### src/rtl/led_write_sequencer.sv
// -----------------------------------------------------------------------------
// led_write_sequencer
//   Bus initiator for the LED register peripheral. On start (or a periodic
//   refresh tick) it snapshots the pattern and display-enable bit and issues
//   three paced single-cycle register writes: DATA_HI, DATA_LO, then CTRL, so
//   the display is enabled only after both data bytes are in place.
//
// Ports
//   clk           system clock, rising edge
//   reset_n       asynchronous active-low reset
//   start         request one write sequence (level-sampled in IDLE)
//   refresh_en    enable periodic auto-refresh
//   pattern       LED pattern; [15:8] -> DATA_HI, [7:0] -> DATA_LO
//   display_on    value written to control bit0
//   write_enable  one-cycle write strobe
//   write_address register address (holds last strobed value)
//   write_data    register data (holds last strobed value)
//   busy          high while a sequence is in progress
//   done          one-cycle pulse when a sequence completes
// -----------------------------------------------------------------------------
module led_write_sequencer #(
  parameter int unsigned GAP_CYCLES     = 2,
  parameter int unsigned REFRESH_CYCLES = 1000,
  parameter logic [7:0]  CTRL_ADDR      = 8'h01,
  parameter logic [7:0]  DATA_HI_ADDR   = 8'h02,
  parameter logic [7:0]  DATA_LO_ADDR   = 8'h03
) (
  input  logic        clk,
  input  logic        reset_n,
  input  logic        start,
  input  logic        refresh_en,
  input  logic [15:0] pattern,
  input  logic        display_on,
  output logic        write_enable,
  output logic [7:0]  write_address,
  output logic [7:0]  write_data,
  output logic        busy,
  output logic        done
);

  localparam int unsigned CW       = (REFRESH_CYCLES > 2) ? $clog2(REFRESH_CYCLES) : 1;
  localparam logic [CW-1:0] REF_LAST = CW'(REFRESH_CYCLES - 1);
  localparam logic [7:0]    GAP_LOAD = 8'(GAP_CYCLES - 1);

  typedef enum logic [1:0] {
    IDLE,
    STROBE,
    GAP,
    FINISH
  } state_t;

  state_t          state_q, state_d;
  logic [1:0]      step_q, step_d;
  logic [7:0]      gap_q, gap_d;
  logic [CW-1:0]   cnt_q, cnt_d;
  logic [7:0]      pat_lo_q, pat_lo_d;
  logic            disp_q, disp_d;
  logic            we_q, we_d;
  logic [7:0]      addr_q, addr_d;
  logic [7:0]      data_q, data_d;
  logic            busy_q, busy_d;
  logic            done_q, done_d;
  logic            refresh_tick;
  logic            launch;

  assign refresh_tick = refresh_en && (state_q == IDLE) && (cnt_q == REF_LAST);

  // Outputs are registered from the next-state decision, so the strobe is
  // visible in the same cycle the FSM sits in STROBE.
  always_comb begin
    state_d  = state_q;
    step_d   = step_q;
    gap_d    = gap_q;
    pat_lo_d = pat_lo_q;
    disp_d   = disp_q;
    we_d     = 1'b0;
    addr_d   = addr_q;
    data_d   = data_q;
    busy_d   = busy_q;
    done_d   = 1'b0;
    launch   = 1'b0;

    case (state_q)
      IDLE: begin
        if (start || refresh_tick) begin
          launch   = 1'b1;
          // Step 0 uses the live high byte; only the bytes needed later
          // are snapshotted.
          pat_lo_d = pattern[7:0];
          disp_d   = display_on;
          step_d   = 2'd0;
          state_d  = STROBE;
          we_d     = 1'b1;
          addr_d   = DATA_HI_ADDR;
          data_d   = pattern[15:8];
          busy_d   = 1'b1;
        end
      end
      STROBE: begin
        state_d = GAP;
        gap_d   = GAP_LOAD;
      end
      GAP: begin
        if (gap_q == 8'd0) begin
          if (step_q < 2'd2) begin
            step_d  = step_q + 2'd1;
            state_d = STROBE;
            we_d    = 1'b1;
            if (step_q == 2'd0) begin
              addr_d = DATA_LO_ADDR;
              data_d = pat_lo_q;
            end else begin
              addr_d = CTRL_ADDR;
              data_d = {7'b0, disp_q};
            end
          end else begin
            state_d = FINISH;
            done_d  = 1'b1;
            busy_d  = 1'b0;
          end
        end else begin
          gap_d = gap_q - 8'd1;
        end
      end
      FINISH: begin
        state_d = IDLE;
      end
      default: begin
        state_d = IDLE;
      end
    endcase

    if (!refresh_en || launch) begin
      cnt_d = '0;
    end else if (state_q == IDLE) begin
      cnt_d = cnt_q + CW'(1);
    end else begin
      cnt_d = cnt_q;
    end
  end

  always_ff @(posedge clk or negedge reset_n) begin
    if (!reset_n) begin
      state_q  <= IDLE;
      step_q   <= '0;
      gap_q    <= '0;
      cnt_q    <= '0;
      pat_lo_q <= '0;
      disp_q   <= 1'b0;
      we_q     <= 1'b0;
      addr_q   <= CTRL_ADDR;
      data_q   <= '0;
      busy_q   <= 1'b0;
      done_q   <= 1'b0;
    end else begin
      state_q  <= state_d;
      step_q   <= step_d;
      gap_q    <= gap_d;
      cnt_q    <= cnt_d;
      pat_lo_q <= pat_lo_d;
      disp_q   <= disp_d;
      we_q     <= we_d;
      addr_q   <= addr_d;
      data_q   <= data_d;
      busy_q   <= busy_d;
      done_q   <= done_d;
    end
  end

  assign write_enable  = we_q;
  assign write_address = addr_q;
  assign write_data    = data_q;
  assign busy          = busy_q;
  assign done          = done_q;

endmodule
### config.mk
export PLATFORM = sky130hd
export DESIGN_NAME = led_write_sequencer
export DESIGN_NICKNAME = d
export VERILOG_FILES = /design/src/rtl/led_write_sequencer.sv
export SDC_FILE = /design/constraint.sdc
export NUM_CORES = 1
export LEC_CHECK = 0
export ABC_AREA = 0
export CAP_MARGIN = 20
export CORE_ASPECT_RATIO = 0.75
export CORE_MARGIN = 2
export CORE_UTILIZATION = 40
export CTS_CLUSTER_DIAMETER = 60
export DETAILED_ROUTE_END_ITERATION = 8
export GPL_TIMING_DRIVEN = 1
export PLACE_DENSITY = 0.67
export SYNTH_ARGS = -nofsm -noshare
export SYNTH_HDL_FRONTEND = slang
export SYNTH_SLANG_ARGS = --single-unit
### constraint.sdc
create_clock -name clk -period 3.94 [get_ports clk]
set_input_delay 0.591 -clock clk [delete_from_list [all_inputs] [get_ports clk]]
set_output_delay 0.591 -clock clk [all_outputs]
set_load 0.05 [all_outputs]
==> results of run 1 <==
==> power groups by stage <==
stage	clock network, uW	registers, uW	logic (uW)
floorplan	0	905	538
global placement	0	748	910
detailed placement	0	751	931
CTS	365	743	934
global route	382	768	1010
finish	352	744	922
==> worst max-delay path: stages <==
cell and delay [ps]:
clkdlybuf4s50_1 520, and4b_1 310, a31oi_4 530, nand2_4 200, mux2_2 330
==> Yosys cell counts, types with 3 or more instances <==
master / n / area share
a21boi_0: 3 / 0.010
buf_2: 3 / 0.0067
buf_4: 7 / 0.023
dfrtp_1: 43 / 0.48
ha_1: 4 / 0.022
inv_1: 7 / 0.012
mux2_2: 16 / 0.080
mux2i_1: 4 / 0.018
nand2_1: 27 / 0.045
nand3_1: 12 / 0.027
nor2_1: 15 / 0.025
nor3_1: 5 / 0.011
o21ai_0: 7 / 0.016
xnor2_1: 6 / 0.023
==> state kept, by name, indices dropped and copies added (netlist names) <==
name / flops
state_q: 2
pat_lo_q: 8
step_q: 2
done: 1
write_enable: 1
busy: 1
cnt_q: 10
disp_q: 1
gap_q: 8
write_data: 8
write_address: 2
==> cell usage in the layout (no fill, tap or decap), drive strengths merged, types with 5 or more instances in the layout <==
| cell type | synthesis | routed |
|---|---|---|
| clkbuf | 1 | 5 |
| clkdlybuf4s50 | 0 | 32 |
| inv | 7 | 8 |
| o21ai | 7 | 7 |
| xnor2 | 6 | 6 |
| nand2 | 29 | 29 |
| dfrtp | 43 | 43 |
| mux2 | 16 | 16 |
| nand3 | 12 | 12 |
| nor2 | 15 | 15 |
| nor3 | 6 | 6 |
| conb | 1 | 6 |
==> cells by family (layout without fill, tap and decap cells) <==
family          after synthesis  count (layout)
fa+ha+maj                     4               4
buf+inv                      19              49
other cells                   1               6
xor+xnor                      8               8
compound gates               27              27
flops                        44              44
simple gates                 82              82
mux                          20              20
==> worst max path at each step <==
stage | end | slack (ps) | cells after the start
after floorplan | pat_lo_q[4] | 2180 | 5
after global placement | write_data[3] | 1350 | 5
after detailed placement | write_data[1] | 1320 | 5
after CTS | write_data[1] | 1640 | 5
after global routing | write_data[6] | 1540 | 5
final | write_data[1] | 1640 | 5
==> per-stage QoR <==
| stage | power [uW] | utilization | hold WS (ps) |
|---|---|---|---|
| after floorplan | 1440 | - | 295 |
| after detailed placement | 1680 | 0.484 | 465 |
| after global routing | 2160 | 0.509 | 60.5 |
| after CTS | 2040 | 0.505 | 472 |
| final | 2020 | 0.509 | 77.4 |
| after global placement | 1660 | 0.484 | 458 |
==> cell type report <==
class / count / area share
multi-input cells: 147 / 0.386
repair buffers: 34 / 0.126
clock inverters: 3 / 0.0169
well taps: 75 / 0.0343
flip-flops and latches: 44 / 0.402
clock buffers: 5 / 0.0251
inverters: 7 / 0.00959
==> metal layers <==
layer,vias to the layer above,track usage,wire (um)
li1,774,-,-
met1,747,0.196,2200
met2,26,0.215,1830
met3,4,0.0337,164
met4,0,0.0404,23
met5,-,0,0
==> out/qor.yml, run 1 <==
wl_um: 4220
maxSlewViolCount: 0
rsz0062_at_grt: "no"
dr.first_iter.drc_count: 115
p_clk_frac: 0.174
synthXorXnorAreaFrac: 0.0312
port_buffers: 33
die_w_um: 90.6
rows: 23
synth_cell_types: 51
yosysSeqAreaShare: 0.490
numCtsBuffers: 5
insertion_delay_ps: 300
cts_setup_buffers: 0
die_area_mm2: 0.00624
grt_pass1_wl_um: 6780
antenna_found_initial: 0
async_reset_ff_frac: 1.00
cts_sinks: 44
antenna_left: 0
cp_max_fo: 18
syn_area_mm2: 0.00225
root_buffer: "clkbuf_8"
synthAdderAreaFrac: 0.0223
synth-main-ff-cell: "dfrtp_1"
grt-ovfl-total: 0
dp_hpwl_um: 2970
syn_inst: 205
switching_power_uw: 846
clkSlewWorstSetupHoldPaths_ps: 90
first_pass_iters: 4
finClkSkew_ps: 8.78
grt_max_degree: 45
maxCapViolations: 0
initial_core_util: 0.418
placement.cell_area_mm2: 0.00260
postCtsHoldBufs: 0
avgViaCountPerCell: 4.92
pre_cts_ws_ps: 1320
worst_pin_slew_ps: 648
n_fill_cell: 496
die_h_um: 68.9
grt_usage: 0.139
status: "finished clean"
critPathKind: "in -> reg"
layout.nets: 264
placedCellCount: 306
drive_above_1_share: 0.167
n_antenna_cell: 0
drc: 0
p_int_uw: 1170
worstSetupEndpointType: "flop"
synthMuxAreaShare: 0.0979
vdd_drop_max_mv: 0.280
clock.fmax_ghz: 0.435
fin_area_mm2: 0.00274
gp_congestion: 0.813
rrSetupSlack_ps: 1830
yosys_warnings: 0
rr_endpoint: "write_data[1]"
clockBufferDepth: 2
regArea_mm2: 0.00110
post-route-min-period_ps: 2300
cp-startpoint: "refresh_en"
power.density_mw_per_mm2: 737
hold_class: "in -> async"
yosys_register_bits: 44
seq_power_share: 0.369
setup_ws_ps: 1640
cp_data_required_time_ps: 4130
swShare: 0.419
cts_resized: 0
multi_input_area_mm2: 0.00106
wl_per_cell_um: 13.4
fin_crit_sh: 0.584
r2r_cells: 5
core_area_mm2: 0.00538
tns_ps: 0
vias: 1551
synth_edf_count: 0
power.leakage_uw: 0.00116
h-tree-depth: 2
grt_pass1_vias: 1422
power_frac_comb: 0.457
synth_top_family_by_area: "simple AND/OR/NAND/NOR gates"
arrival_ps: 2490
synth_compound_area_frac: 0.0968
timing.rr.start: "cnt_q[0]"
areaGrowthSynthToFinish_pct: 21.8
startpoint_type: "primary input"
hold_violations: 0
syn_area_per_cell_um2: 11.0
slew_headroom: 0.568
synth_simple_gate_area_frac: 0.211
pin_count: 40
finalSetupViolCount: 0
stdcell_count: 315
tritoncts: "yes"
No activity file was read; power rests on OpenSTA's default activity.
==> run 2: changes to the inputs <==
clock period = 2.2 ns   (was 3.94 ns; I/O delays follow)
==> out/qor.yml, run 2 (synthesis gave the netlist of run 1 again) <==
status: "finished clean"
grt-ovfl-total: 0  # unchanged
rsz0062_at_grt: "no"
numCtsBuffers: 5  # unchanged
tritoncts: "yes"
hold_violations: 0  # unchanged
areaGrowthSynthToFinish_pct: 22.6
path_cells: "clkdlybuf4s50_1"
gp_congestion: 0.764  # -6.0%
root_buffer: "clkbuf_8"
timing.rr.start: "gap_q[0]"
maxSlewViolCount: 0  # unchanged
cts_sinks: 44  # unchanged
vias: 1590  # +2.5%
die_w_um: 90.6  # unchanged
insertion_delay_ps: 300  # about the same
grt_pass1_vias: 1607  # +13%
postCtsHoldBufs: 0  # unchanged
top_register: "cnt_q"
hold_class: "in -> async"
first_pass_iters: 4  # unchanged
path_buf_inv: 1  # unchanged
die_area_mm2: 0.00624  # unchanged
rows: 23  # unchanged
finalSetupViolCount: 0  # unchanged
h-tree-depth: 2  # unchanged
clkSlewWorstSetupHoldPaths_ps: 90  # about the same
arrival_ps: 1650  # -840 ps
antenna_found_initial: 0  # unchanged
fin_util: 0.512  # +0.00326
avgViaCountPerCell: 4.98  # +1.2%
critPathMaxStageDelay_ps: 800  # +270 ps
grt_usage: 0.159  # +0.0197
layout.nets: 268  # +1.5%
critPathKind: "reg -> out"
cts_resized: 0  # unchanged
die_h_um: 68.9  # unchanged
clock.fmax_ghz: 0.506
mostFrequentLayoutCells: "dfrtp_1, clkdlybuf4s50_1, nand2_1"
final_common_cell: "dfrtp_1"
slew_headroom: 0.626  # +0.0582
worst_pin_slew_ps: 561  # -87.3 ps
n_antenna_cell: 0  # unchanged
power.density_mw_per_mm2: 1330  # +80%
crit_slowest_cell: "clkdlybuf4s50_1"
power.leakage_uw: 0.00117  # +1.2%
finClkSkew_ps: 13.0  # +4.19 ps
clockBufferDepth: 2  # unchanged
fin_crit_sh: 0.899
port_buffers: 33  # unchanged
cp_data_required_time_ps: 1870  # -2260 ps
setup_ws_ps: 223  # -1420 ps
dp_hpwl_um: 3210  # +8.2%
cts_setup_buffers: 0  # unchanged
grt_max_degree: 45  # unchanged
cp_max_fo: 2  # -16
initial_core_util: 0.418  # unchanged
post-route-min-period_ps: 1980
core_area_mm2: 0.00538  # unchanged
maxCapViolations: 0  # unchanged
cp-startpoint: "write_address[0]"
dr.first_iter.drc_count: 64  # -44%
antenna_left: 0  # unchanged
pre_cts_ws_ps: 202  # -1110 ps
drive_above_1_share: 0.180  # +0.0137
wl_um: 4460  # +5.7%
critPathTopFamily: "buffers and inverters"
vdd_drop_max_mv: 0.489  # +75%
drc: 0  # unchanged
grt_pass1_wl_um: 7750  # +14%
pin_count: 40  # unchanged
largest_reg_flops: 10  # unchanged
worstSetupEndpointType: "output port"
wl_per_cell_um: 14.0  # +4.4%
tns_ps: 0  # unchanged
startpoint_type: "flop"
[run 2: per-stage QoR]
| stage | cells | hold slack [ps] | cell area [um2] | power [uW] |
|---|---|---|---|---|
| after detailed placement | 311 | 449 | 2640 | 3060 |
| after global routing | 319 | 129 | 2760 | 3920 |
| final | 319 | 88.7 | 2760 | 3660 |
| after floorplan | 210 | 34.4 | 2270 | 2580 |
| after CTS | 319 | 105 | 2760 | 3700 |
| after global placement | 311 | 446 | 2640 | 3010 |
[run 2: layout make-up]
cell class                      instances  area [um2]
Clock inverter                          3        46.3
Fill cell                             501        2630
Sequential cell                        44        1100
Clock buffer                            5        68.8
Timing Repair Buffer                   38         363
Inverter                                7        26.3
Tap cell                               75        93.8
Multi-Input combinational cell        147        1060
[run 2: worst paths after layout]
check                                    to  slack [ps]  cells after the start
max                        write_address[0]         220                      1
min                           write_data[3]          90                      2
max reg2reg                   write_data[2]         290                      6
min reg2reg                write_address[0]         470                      2
max in group asynchronous     write_data[2]        1720                      2
min in group clk           write_address[0]         470                      2
[run 2: power by group]
group / switching, uW / internal (uW)
registers: 249 / 1090
logic: 994 / 689
clock network: 296 / 342
[run 2: routing by layer]
layer	GRT usage	routed length, um	part of all wire	vias up
met2	0.245	1980	0.44	29
met4	0.0596	57	0.013	0
met5	0	0	0	-
met3	0.0446	170	0.038	7
li1	-	-	-	789
met1	0.216	2250	0.50	765
==> run 3: changes to the inputs <==
CORE_MARGIN = 5   (was 2)
==> out/qor.yml, run 3 (synthesis gave the netlist of run 1 again) <==
arrival_ps: 1620  # -30 ps
wl_per_cell_um: 13.7  # -1.7%
postCtsHoldBufs: 0  # unchanged
die_h_um: 74.9  # +8.7%
h-tree-depth: 2  # unchanged
pin_count: 40  # unchanged
tns_ps: 0  # unchanged
drc: 0  # unchanged
cts_sinks: 44  # unchanged
port_buffers: 33  # unchanged
layout.nets: 270  # +0.75%
worst_pin_slew_ps: 556  # -4.94 ps
largest_reg_flops: 10  # unchanged
whs_ps: 103  # +13.9 ps
tritoncts: "yes"
insertion_delay_ps: 300  # about the same
status: "finished clean"
numCtsBuffers: 5  # unchanged
n_fill_cell: 486  # -3.0%
fin_crit_sh: 0.887  # -0.0115
initial_core_util: 0.416  # -0.00222
die_area_mm2: 0.00724  # +16%
power.leakage_uw: 0.00120  # +2.9%
grt_pass1_wl_um: 7260  # -6.3%
grt_usage: 0.132  # -0.0270
startpoint_type: "flop"
vdd_drop_max_mv: 0.544  # +11%
fin_area_mm2: 0.00282  # +2.1%
maxCapViolations: 0  # unchanged
power.density_mw_per_mm2: 1380  # +4.2%
rr_endpoint: "write_data[1]"
stdcell_count: 321  # +0.63%
areaGrowthSynthToFinish_pct: 25.2
use_met3: 0.0380  # -0.00660
die_w_um: 96.6  # +6.6%
rsz0062_at_grt: "no"
maxSlewViolCount: 0  # unchanged
cts_setup_buffers: 0  # unchanged
use_met1: 0.190  # -0.0262
wl_um: 4410  # -1.1%
n_antenna_cell: 0  # unchanged
path_cells: "clkdlybuf4s50_1"
grt-ovfl-total: 0  # unchanged
critPathMaxStageDelay_ps: 790  # about the same
pre_cts_ws_ps: 205  # +2.92 ps
hold_violations: 0  # unchanged
path_buf_inv: 1  # unchanged
vias: 1591  # +0.063%
avgViaCountPerCell: 4.96  # -0.56%
r2r_cells: 6  # unchanged
final_common_cell: "dfrtp_1"
placedCellCount: 313  # +0.64%
rrSetupSlack_ps: 280  # about the same
cp_max_fo: 2  # unchanged
gp_congestion: 0.790  # +3.3%
clockBufferDepth: 2  # unchanged
timing.rr.start: "gap_q[0]"
rows: 23  # unchanged
slew_headroom: 0.630  # +0.00330
first_pass_iters: 4  # unchanged
hold_class: "in -> async"
critPathTopFamily: "buffers and inverters"
antenna_left: 0  # unchanged
top_register: "cnt_q"
placement.cell_area_mm2: 0.00266  # +0.57%
setup_ws_ps: 248  # +25.2 ps
dp_hpwl_um: 3280  # +2.0%
antenna_found_initial: 0  # unchanged
mostFrequentLayoutCells: "dfrtp_1, clkdlybuf4s50_1, nand2_1"
core_area_mm2: 0.00541  # +0.53%
finClkSkew_ps: 11.3  # -1.68 ps
grt_pass1_vias: 1547  # -3.7%
critPathKind: "reg -> out"
worstSetupEndpointType: "output port"
dr.first_iter.drc_count: 68  # +6.3%
cts_resized: 0  # unchanged
grt_max_degree: 45  # unchanged
finalSetupViolCount: 0  # unchanged
drive_above_1_share: 0.187  # +0.00666
post-route-min-period_ps: 1950  # -25.2 ps
clkSlewWorstSetupHoldPaths_ps: 90  # about the same
grtUsageMet2: 0.189  # -0.0565
root_buffer: "clkbuf_8"
busiest_layer: "met1"
clock.fmax_ghz: 0.512  # +1.3%
crit_slowest_cell: "clkdlybuf4s50_1"
cp_data_required_time_ps: 1870  # about the same
-- run 3: cell types whose count changed in the layout (fill, tap and decap cells not counted), sizes merged --
cell / previous run / this run
bufinv: 1 / 3
inv: 8 / 7
clkinvlp: 1 / 0
buf: 6 / 8
-- run 3: worst max-delay path by stage --
| stage | start | to | slack [ps] | cells after the start |
|---|---|---|---|---|
| 2_1_floorplan | cnt_q[0] | pat_lo_q[4] | 440 | 5 |
| 3_3_place_gp | refresh_en | pat_lo_q[7] | 260 | 5 |
| 3_5_place_dp | refresh_en | pat_lo_q[7] | 210 | 5 |
| 4_1_cts | write_address[0] | write_address[0] | 230 | 1 |
| 5_1_grt | gap_q[0] | write_data[7] | 170 | 6 |
| 6_report | write_address[0] | write_address[0] | 250 | 1 |
-- run 3: through the flow --
step,utilization,total power [uW]
after floorplan,-,2580
after global placement,0.491,3040
after detailed placement,0.491,3070
after CTS,0.520,3920
after global routing,0.520,4150
final,0.520,3900
-- run 3: report_power, final --
| group | total [uW] | internal (uW) | leakage (uW) | switching [uW] |
|---|---|---|---|---|
| Clock | 845 | 568 | 0.0000784 | 277 |
| Combinational | 1770 | 711 | 0.000572 | 1060 |
| Sequential | 1280 | 1090 | 0.000553 | 193 |
-- run 3: metal layers --
layer / up-vias / part of all wire
li1: 792 / -
met1: 756 / 0.50
met2: 37 / 0.43
met3: 6 / 0.054
met4: 0 / 0.010
met5: - / 0
-- run 3: area by class of cell --
class / count / area [um2] / share of cell area
sequential: 44 / 1100 / 0.392
multi-input combinational: 147 / 1060 / 0.375
timing repair buffer: 40 / 378 / 0.134
tap: 75 / 93.8 / 0.0333
clock inverter: 3 / 90.1 / 0.0320
clock buffer: 5 / 68.8 / 0.0244
inverter: 7 / 26.3 / 0.00933
-- run 3: worst register-to-register path, cell delays in order, from the launching register on --
cell and delay (ps):
dfrtp_1 420, inv_1 100, ha_1 180, nor4b_4 340, nand4_4 210, nand2_4 200, mux2_2 350
